===== config.mk =====
export PLATFORM = sky130hd
export DESIGN_NAME = ram_port_arbiter
export DESIGN_NICKNAME = d
export VERILOG_FILES = /design/src/rtl/ram_port_arbiter.sv
export SDC_FILE = /design/constraint.sdc
export NUM_CORES = 1
export LEC_CHECK = 0
export ABC_AREA = 1
export BUFFER_PORTS_ARGS = -buffer_cell sky130_fd_sc_hd__buf_2
export CAP_MARGIN = 0
export CORE_AREA = 2 2 87 89
export CTS_CLUSTER_DIAMETER = 60
export DETAILED_ROUTE_END_ITERATION = 6
export DIE_AREA = 0 0 89 91
export PLACE_DENSITY_LB_ADDON = 0.08
export SLEW_MARGIN = 20
export SYNTH_ARGS = -nofsm -noshare
export SYNTH_HDL_FRONTEND = slang
export SYNTH_SLANG_ARGS = --single-unit

===== constraint.sdc =====
create_clock -name clk -period 3.85 [get_ports clk]
set_clock_uncertainty 0.05 [all_clocks]
set_input_delay 0.1925 -clock clk [delete_from_list [all_inputs] [get_ports clk]]
set_output_delay 0.1925 -clock clk [all_outputs]
set_load 0.1 [all_outputs]

===== src/rtl/ram_port_arbiter.sv =====
// Grants one of NUM_MASTERS valid/ready requesters access to a single-port RAM,
// one RAM cycle per grant, with fixed or round-robin priority and an optional bus lock.
module ram_port_arbiter #(
  parameter int NUM_MASTERS   = 2,
  parameter int ADDR_WIDTH    = 14,
  parameter int DATA_WIDTH    = 32,
  parameter int PRIORITY_MODE = 0
) (
  input  logic                                  clk,
  input  logic                                  reset_n,
  input  logic [NUM_MASTERS-1:0]                m_valid,
  input  logic [NUM_MASTERS-1:0]                m_lock,
  input  logic [NUM_MASTERS*ADDR_WIDTH-1:0]     m_addr,
  input  logic [NUM_MASTERS*DATA_WIDTH-1:0]     m_wdata,
  input  logic [NUM_MASTERS*(DATA_WIDTH/8)-1:0] m_wstrb,
  output logic [NUM_MASTERS-1:0]                m_ready,
  output logic [DATA_WIDTH-1:0]                 m_rdata,
  output logic [$clog2(NUM_MASTERS)-1:0]        grant_idx,
  output logic                                  ram_cs,
  output logic                                  ram_wren,
  output logic [ADDR_WIDTH-1:0]                 ram_addr,
  output logic [DATA_WIDTH-1:0]                 ram_wdata,
  output logic [DATA_WIDTH/8-1:0]               ram_wstrb,
  input  logic [DATA_WIDTH-1:0]                 ram_rdata
);

  localparam int GW = $clog2(NUM_MASTERS);
  localparam int SW = DATA_WIDTH / 8;

  typedef enum logic [1:0] {S_IDLE, S_ACCESS, S_DONE} state_t;

  state_t                 r_state;
  logic [GW-1:0]          r_grant_idx;
  logic [GW-1:0]          r_rr_last;
  logic                   r_lock_active;
  logic [NUM_MASTERS-1:0] r_ready;
  logic                   r_ram_cs;
  logic                   r_ram_wren;
  logic [SW-1:0]          r_ram_wstrb;

  logic [ADDR_WIDTH-1:0]  w_addr  [NUM_MASTERS];
  logic [DATA_WIDTH-1:0]  w_wdata [NUM_MASTERS];
  logic [SW-1:0]          w_wstrb [NUM_MASTERS];

  genvar gi;
  generate
    for (gi = 0; gi < NUM_MASTERS; gi++) begin : g_unpack
      assign w_addr[gi]  = m_addr[gi*ADDR_WIDTH +: ADDR_WIDTH];
      assign w_wdata[gi] = m_wdata[gi*DATA_WIDTH +: DATA_WIDTH];
      assign w_wstrb[gi] = m_wstrb[gi*SW +: SW];
    end
  endgenerate

  // Returns {found, index}; round-robin search starts just after base.
  function automatic logic [GW:0] f_pick(input logic [NUM_MASTERS-1:0] req,
                                         input logic [GW-1:0] base);
    logic          found;
    logic [GW-1:0] idx;
    int            k;
    found = 1'b0;
    idx   = '0;
    for (int i = 0; i < NUM_MASTERS; i++) begin
      if (PRIORITY_MODE == 0) k = i;
      else                    k = (int'(base) + 1 + i) % NUM_MASTERS;
      if (!found && req[k]) begin
        found = 1'b1;
        idx   = GW'(k);
      end
    end
    return {found, idx};
  endfunction

  logic [NUM_MASTERS-1:0] w_grant_onehot;
  logic                   w_lock_eff;
  logic [NUM_MASTERS-1:0] w_idle_req;
  logic [NUM_MASTERS-1:0] w_done_req;
  logic [GW:0]            w_idle_pick;
  logic [GW:0]            w_done_pick;

  assign w_grant_onehot = {{(NUM_MASTERS-1){1'b0}}, 1'b1} << r_grant_idx;
  // A lock held by an owner that has gone quiet is dropped in the same IDLE cycle.
  assign w_lock_eff     = r_lock_active & (m_lock[r_grant_idx] | m_valid[r_grant_idx]);
  assign w_idle_req     = w_lock_eff ? (m_valid & w_grant_onehot) : m_valid;
  assign w_done_req     = m_valid & ~w_grant_onehot;
  assign w_idle_pick    = f_pick(w_idle_req, r_rr_last);
  assign w_done_pick    = f_pick(w_done_req, r_grant_idx);

  always_ff @(posedge clk) begin
    if (!reset_n) begin
      r_state       <= S_IDLE;
      r_grant_idx   <= '0;
      r_rr_last     <= GW'(NUM_MASTERS - 1);
      r_lock_active <= 1'b0;
      r_ready       <= '0;
      r_ram_cs      <= 1'b0;
      r_ram_wren    <= 1'b0;
      r_ram_wstrb   <= '0;
    end else begin
      r_ready     <= '0;
      r_ram_cs    <= 1'b0;
      r_ram_wren  <= 1'b0;
      r_ram_wstrb <= '0;
      case (r_state)
        S_IDLE: begin
          r_lock_active <= w_lock_eff;
          if (w_idle_pick[GW]) begin
            r_grant_idx <= w_idle_pick[GW-1:0];
            r_state     <= S_ACCESS;
            r_ram_cs    <= 1'b1;
            r_ram_wren  <= |w_wstrb[w_idle_pick[GW-1:0]];
            r_ram_wstrb <= w_wstrb[w_idle_pick[GW-1:0]];
          end
        end
        S_ACCESS: begin
          r_state <= S_DONE;
          r_ready <= w_grant_onehot;
        end
        S_DONE: begin
          r_lock_active <= m_lock[r_grant_idx];
          if (PRIORITY_MODE == 1) r_rr_last <= r_grant_idx;
          if (!m_lock[r_grant_idx] && w_done_pick[GW]) begin
            r_grant_idx <= w_done_pick[GW-1:0];
            r_state     <= S_ACCESS;
            r_ram_cs    <= 1'b1;
            r_ram_wren  <= |w_wstrb[w_done_pick[GW-1:0]];
            r_ram_wstrb <= w_wstrb[w_done_pick[GW-1:0]];
          end else begin
            r_state <= S_IDLE;
          end
        end
        default: r_state <= S_IDLE;
      endcase
    end
  end

  assign m_ready   = r_ready;
  assign m_rdata   = ram_rdata;
  assign grant_idx = r_grant_idx;
  assign ram_cs    = r_ram_cs;
  assign ram_wren  = r_ram_wren;
  assign ram_wstrb = r_ram_wstrb;
  assign ram_addr  = w_addr[r_grant_idx];
  assign ram_wdata = w_wdata[r_grant_idx];

endmodule


# Word-level counts from Yosys, hierarchy flattened
# Cells that the tools add are included.
dict set report op_classes {
  n_eq_ne 4
  magnitude_cmp 4
  n_reduce_logical 12
  n_bitwise 8
  shifts 1
  n_mux 39
}
# operator n
set ops {}
lappend ops {{$mux W32} 3}
lappend ops {{$mux W14} 3}
lappend ops {{$mux W4} 8}
lappend ops {{$mux W1} 17}
lappend ops {{$pmux W1 S2} 4}
lappend ops {{$pmux W4 S2} 1}
lappend ops {{$reduce_or A4 Y1} 2}
lappend ops {{$ge A2 B2 Y1 const B} 3}
lappend ops {{$not A1 Y2} 3}
lappend ops {{$pmux W2 S3} 1}
lappend ops {{$and A2 B2 Y2} 2}
lappend ops {{$mux W2} 2}
lappend ops {{$ne A2 B2 Y1 const B} 2}
lappend ops {{$logic_and A1 B1 Y1} 3}
lappend ops {{$logic_not A1 Y1} 3}
lappend ops {{$reduce_and A3 Y1} 1}
lappend ops {{$eq A2 B1 Y1 const B} 1}
lappend ops {{$eq A2 B2 Y1 const B} 1}
lappend ops {{$logic_not A2 Y1} 1}
lappend ops {{$lt A1 B2 Y1 const B} 1}
lappend ops {{$not A2 Y2} 1}
lappend ops {{$reduce_and A2 Y1} 1}
lappend ops {{$reduce_bool A2 Y1} 1}
lappend ops {{$shl A1 B1 Y2 const A} 1}
lappend ops {{2 further kinds} 2}
dict set report word_totals {
  wordCells 75
  input_bits 138
  reg_bits 12
  out_inout_bits 87
}

# Depth between registers and ports, before layout
dict set report logic_depth {
  word_depth 16
  depth_mapped 15
  ltp_nobuf 14
}

# Worst setup path before layout
# OpenSTA, ideal clock, no wires.
dict set report synth_timing {
  path_type {register to output}
  start {register r_grant_idx, in the netlist grant_idx}
  end {output port ram_wdata[10]}
  path_stages_with_launch 6
  arrival_time_ns 2.449
  setup_slack_ns 1.159
  path_buffers 3
  t_required_ns 3.607
  path_cell_list {dfxtp_1 -> buf_6 -> clkbuf_1 -> buf_1 -> nand2_1 -> nand2_1}
}
dict set report synth_via {
  elab_chain_cells 4
}
# item line_no
set synth_lines {}
lappend synth_lines {{from (decl)} 33} ;# logic [GW-1:0] r_grant_idx;
lappend synth_lines {{from (signal assigned)} 107} ;# r_grant_idx <= w_idle_pick[GW-1:0];
lappend synth_lines {{from (signal assigned)} 122} ;# r_grant_idx <= w_done_pick[GW-1:0];
lappend synth_lines {{$not A1 Y2 (implied by the code)} 143} ;# assign ram_wdata = w_wdata[r_grant_idx];
lappend synth_lines {{$mux W32 (implied by the code) (3 in a row)} 143}
lappend synth_lines {{to (decl)} 22} ;# output logic [DATA_WIDTH-1:0] ram_wdata,
# No other way between the ends. The select of a mux whose other input is x is not followed.

# Final worst setup path
dict set report layout_timing {
  start {register r_grant_idx, in the netlist grant_idx}
  end {register r_grant_idx, in the netlist grant_idx}
}
dict set report layout_via {
  elab_chain_cells 11
  word_cells_on_any_way 29
  cone_classes {2 x eq/ne; 1 x shift; 14 x mux; 5 x bitwise; 7 x reduce/logical}
}
# item line_no
set layout_lines {}
lappend layout_lines {{$mux W1 (on tied branches) (2 in a row)} {82, 121}}
lappend layout_lines {{$or A1 B1 Y1} 82} ;# assign w_lock_eff = r_lock_active & (m_lock[r_grant_idx] | m_valid[r_grant_idx]);
lappend layout_lines {{$and A1 B1 Y1} 82}
lappend layout_lines {{$mux W2} 83} ;# assign w_idle_req = w_lock_eff ? (m_valid & w_grant_onehot) : m_valid;
lappend layout_lines {{$mux W1} 65} ;# if (!found && req[k]) begin
lappend layout_lines {{$logic_not A1 Y1} 65}
lappend layout_lines {{$logic_and A1 B1 Y1} 65}
lappend layout_lines {{$mux W1} 65}
lappend layout_lines {{$mux W1 or $ne A2 B2 Y1 (tied branches)} -}
lappend layout_lines {{$pmux W1 S2 or $reduce_and A3 Y1 (tied branches)} -}
# Parallel ways exist; a longest one is shown, timed or not. The select of a mux whose other input is x is not followed.
# A chain may end at the register's enable or synchronous reset.

==> impl_metrics.ini <==
[outcome]
status = complete, no violations

[timing]
period_minus_slack_ps = 2000
max_freq_mhz = 500
worstMarginPinSlew_ps = 513
tns_ps = 0
setup_viol = 0
max_slew_margin = 0.658
hold_viol_final = 0
rsz0062_at_grt = no
slew_violations = 0
fin_crit_sh = 0.519

[floorplanning]
row_count = 31
die_h_um = 91
dieArea_um2 = 8100
core_area_um2 = 7140
start_util = 0.206
die_width_um = 89
num_io_pins = 225

[grt]
grt_pass1_vias = 1927
grt_max_degree = 53
use_met1 = 0.142
met3_usage = 0.0400
use_met2 = 0.252
grt_antenna_before_repair = 0
grt_pass1_wl_um = 8740
grt_busiest_layer = met2
overflow = 0
grt_usage = 0.132

[logic_synthesis]
ys_seq_area_frac = 0.163
syn_nets = 419
synthMuxAreaShare = 0
synth_top_family_by_area = simple AND/OR/NAND/NOR gates
synth_compound_area_frac = 0.0587
synth_seq_cells = 12
synthSimpleGateAreaFrac = 0.546
synth-xor-area-share = 0
ys_types = 24
yosys_warnings = 0
syn_inst = 281
netlist_area_um2 = 1470
synth_fa_ha_area_frac = 0
syn_area_per_cell_um2 = 5.23

[layout]
area_delta_synth_final_pct = 47.6
diodes = 0
drive_gt1_frac = 0.447
regArea_um2 = 241
fillers = 863
multi_input_area_um2 = 890
final_nets = 542

[clock_network]
cts_resized = 0
ctsHtreeMaxLevel = 1
clock-root-buffer = clkbuf_8
cts_hold_buf = 0
insertion_delay_ps = 240
cts_tree = yes
cts_buffer_depth = 2
cts.sinks = 12
cts_buffers = 3
path_clk_slew_ps = 60
post-cts-setup-buffers = 0

[power_and_ir_drop]
power.total_mw = 1.23
p_per_area_nw_per_um2 = 565
peakVddDrop_mv = 0.334
power_leakage_nw = 1.41

[detailed_routing]
viasPerCell = 3.92
route.detailed.drc = 0
routedWlPerCell_um = 10.6
drt_iter0_drc = 36
ant_nets = 0
vias = 1969
wirelength_um = 5340
firstDrtPassIters = 4

[critical_path]
end_kind = flop
required_ps = 3910
crit_arrival_ps = 2050
path_class = reg2reg
worst_setup_path_start_kind = flop
path_max_fanout = 52

[min_path]
hp-class = in2reg

[flow_run]
maxCapViolCount = 0

[place]
dpl.hpwl_um = 4430
routabilityCongestion = 0.773
io_buffers = 160
==> sequential cells by signal, indices dropped and copies added (netlist names) <==
name / flops
ram_wstrb: 4
m_ready: 2
r_state: 2
grant_idx: 1
r_lock_active: 1
ram_cs: 1
ram_wren: 1
==> power by group <==
group          switching, mW  internal [mW]
logic                  0.798          0.147
registers            0.00617          0.136
clock network         0.0482         0.0904
total                  0.853          0.373
==> cell usage in the layout (no fill, tap or decap) <==
master	n
a21oi_1	4
a21oi_2	1
a21oi_4	1
a22oi_1	1
buf_2	160
buf_4	1
clkbuf_8	4
clkinv_1	1
dfxtp_1	11
dfxtp_2	1
inv_1	9
inv_2	2
inv_4	1
nand2_1	174
nand2_2	5
nand2_4	3
nand3_1	6
nor2_1	7
nor2_2	1
nor3_1	2
nor4_1	2
o21ai_0	4
o21ai_1	1
o41ai_1	1
==> routing by layer <==
metal	wire length [µm]	part of all wire
met1	2020	0.38
met5	0	0
met4	30	0.0056
met2	2810	0.53
met3	486	0.091
==> cell usage after synthesis <==
| library cell | count | share of area |
|---|---|---|
| nand2_4 | 3 | 0.023 |
| nand2_1 | 174 | 0.44 |
| a21oi_2 | 1 | 0.0060 |
| nand2_2 | 5 | 0.021 |
| nor4_1 | 2 | 0.0085 |
| nor2_1 | 7 | 0.018 |
| inv_2 | 2 | 0.0051 |
| a22oi_1 | 1 | 0.0051 |
| buf_4 | 32 | 0.16 |
| buf_6 | 1 | 0.0077 |
| buf_1 | 3 | 0.0077 |
| o41ai_1 | 1 | 0.0060 |
| nand3_1 | 6 | 0.020 |
| o21ai_1 | 1 | 0.0034 |
| a21oi_1 | 4 | 0.014 |
| clkinv_1 | 1 | 0.0026 |
| a21oi_4 | 1 | 0.011 |
| clkbuf_1 | 7 | 0.018 |
| nor3_1 | 2 | 0.0068 |
| o21ai_0 | 4 | 0.014 |
| dfxtp_1 | 12 | 0.16 |
| inv_4 | 1 | 0.0043 |
| nor2_2 | 1 | 0.0043 |
| inv_1 | 9 | 0.023 |
==> metrics by stage <==
stage	cells	setup WS [ps]	instance area, µm²	hold slack [ps]	util
2_1_floorplan	281	1160	1470	267	-
3_3_place_gp	498	1840	2110	336	0.296
3_5_place_dp	498	1820	2110	336	0.296
4_1_cts	502	1820	2170	171	0.304
5_1_grt	502	1600	2170	180	0.304
6_report	502	1850	2170	176	0.304
==> kinds of logic after synthesis <==
logic type	count (synthesis)
DFF	12
buffers and inverters	56
AOI/OAI and AO/OA	13
and+or+nand+nor	200
==> worst max-delay path, stage by stage (launching register included) <==
cell and delay (ps):
dfxtp_2 350, buf_4 420, nand2_1 130, nand2_2 110
nand2_2 60, nand2_2 70, nand2_2 60, nand2_4 90
inv_2 50, a21oi_4 180, nor2_2 80, o21ai_1 120
a21oi_1 50
==> final cells by class <==
cell class              count  area share
well taps                  99      0.0571
flip-flops and latches     12       0.111
inverters                  13      0.0236
repair buffers            161       0.373
clock buffers               4      0.0254
multi-input cells         213       0.410
==> path summary, 6_finish.rpt <==
kind / from / to / slack (ps) / depth (start not counted)
setup / recovery: grant_idx$_SDFFE_PN0P_ / grant_idx$_SDFFE_PN0P_ / 1850 / 12
hold reg to reg: r_state[1]$_SDFFE_PN0N_ / r_state[1]$_SDFFE_PN0N_ / 460 / 1
setup reg to reg: grant_idx$_SDFFE_PN0P_ / grant_idx$_SDFFE_PN0P_ / 1850 / 12
hold / removal: reset_n / grant_idx$_SDFFE_PN0P_ / 180 / 3
No activity file was read; power rests on OpenSTA's default activity.
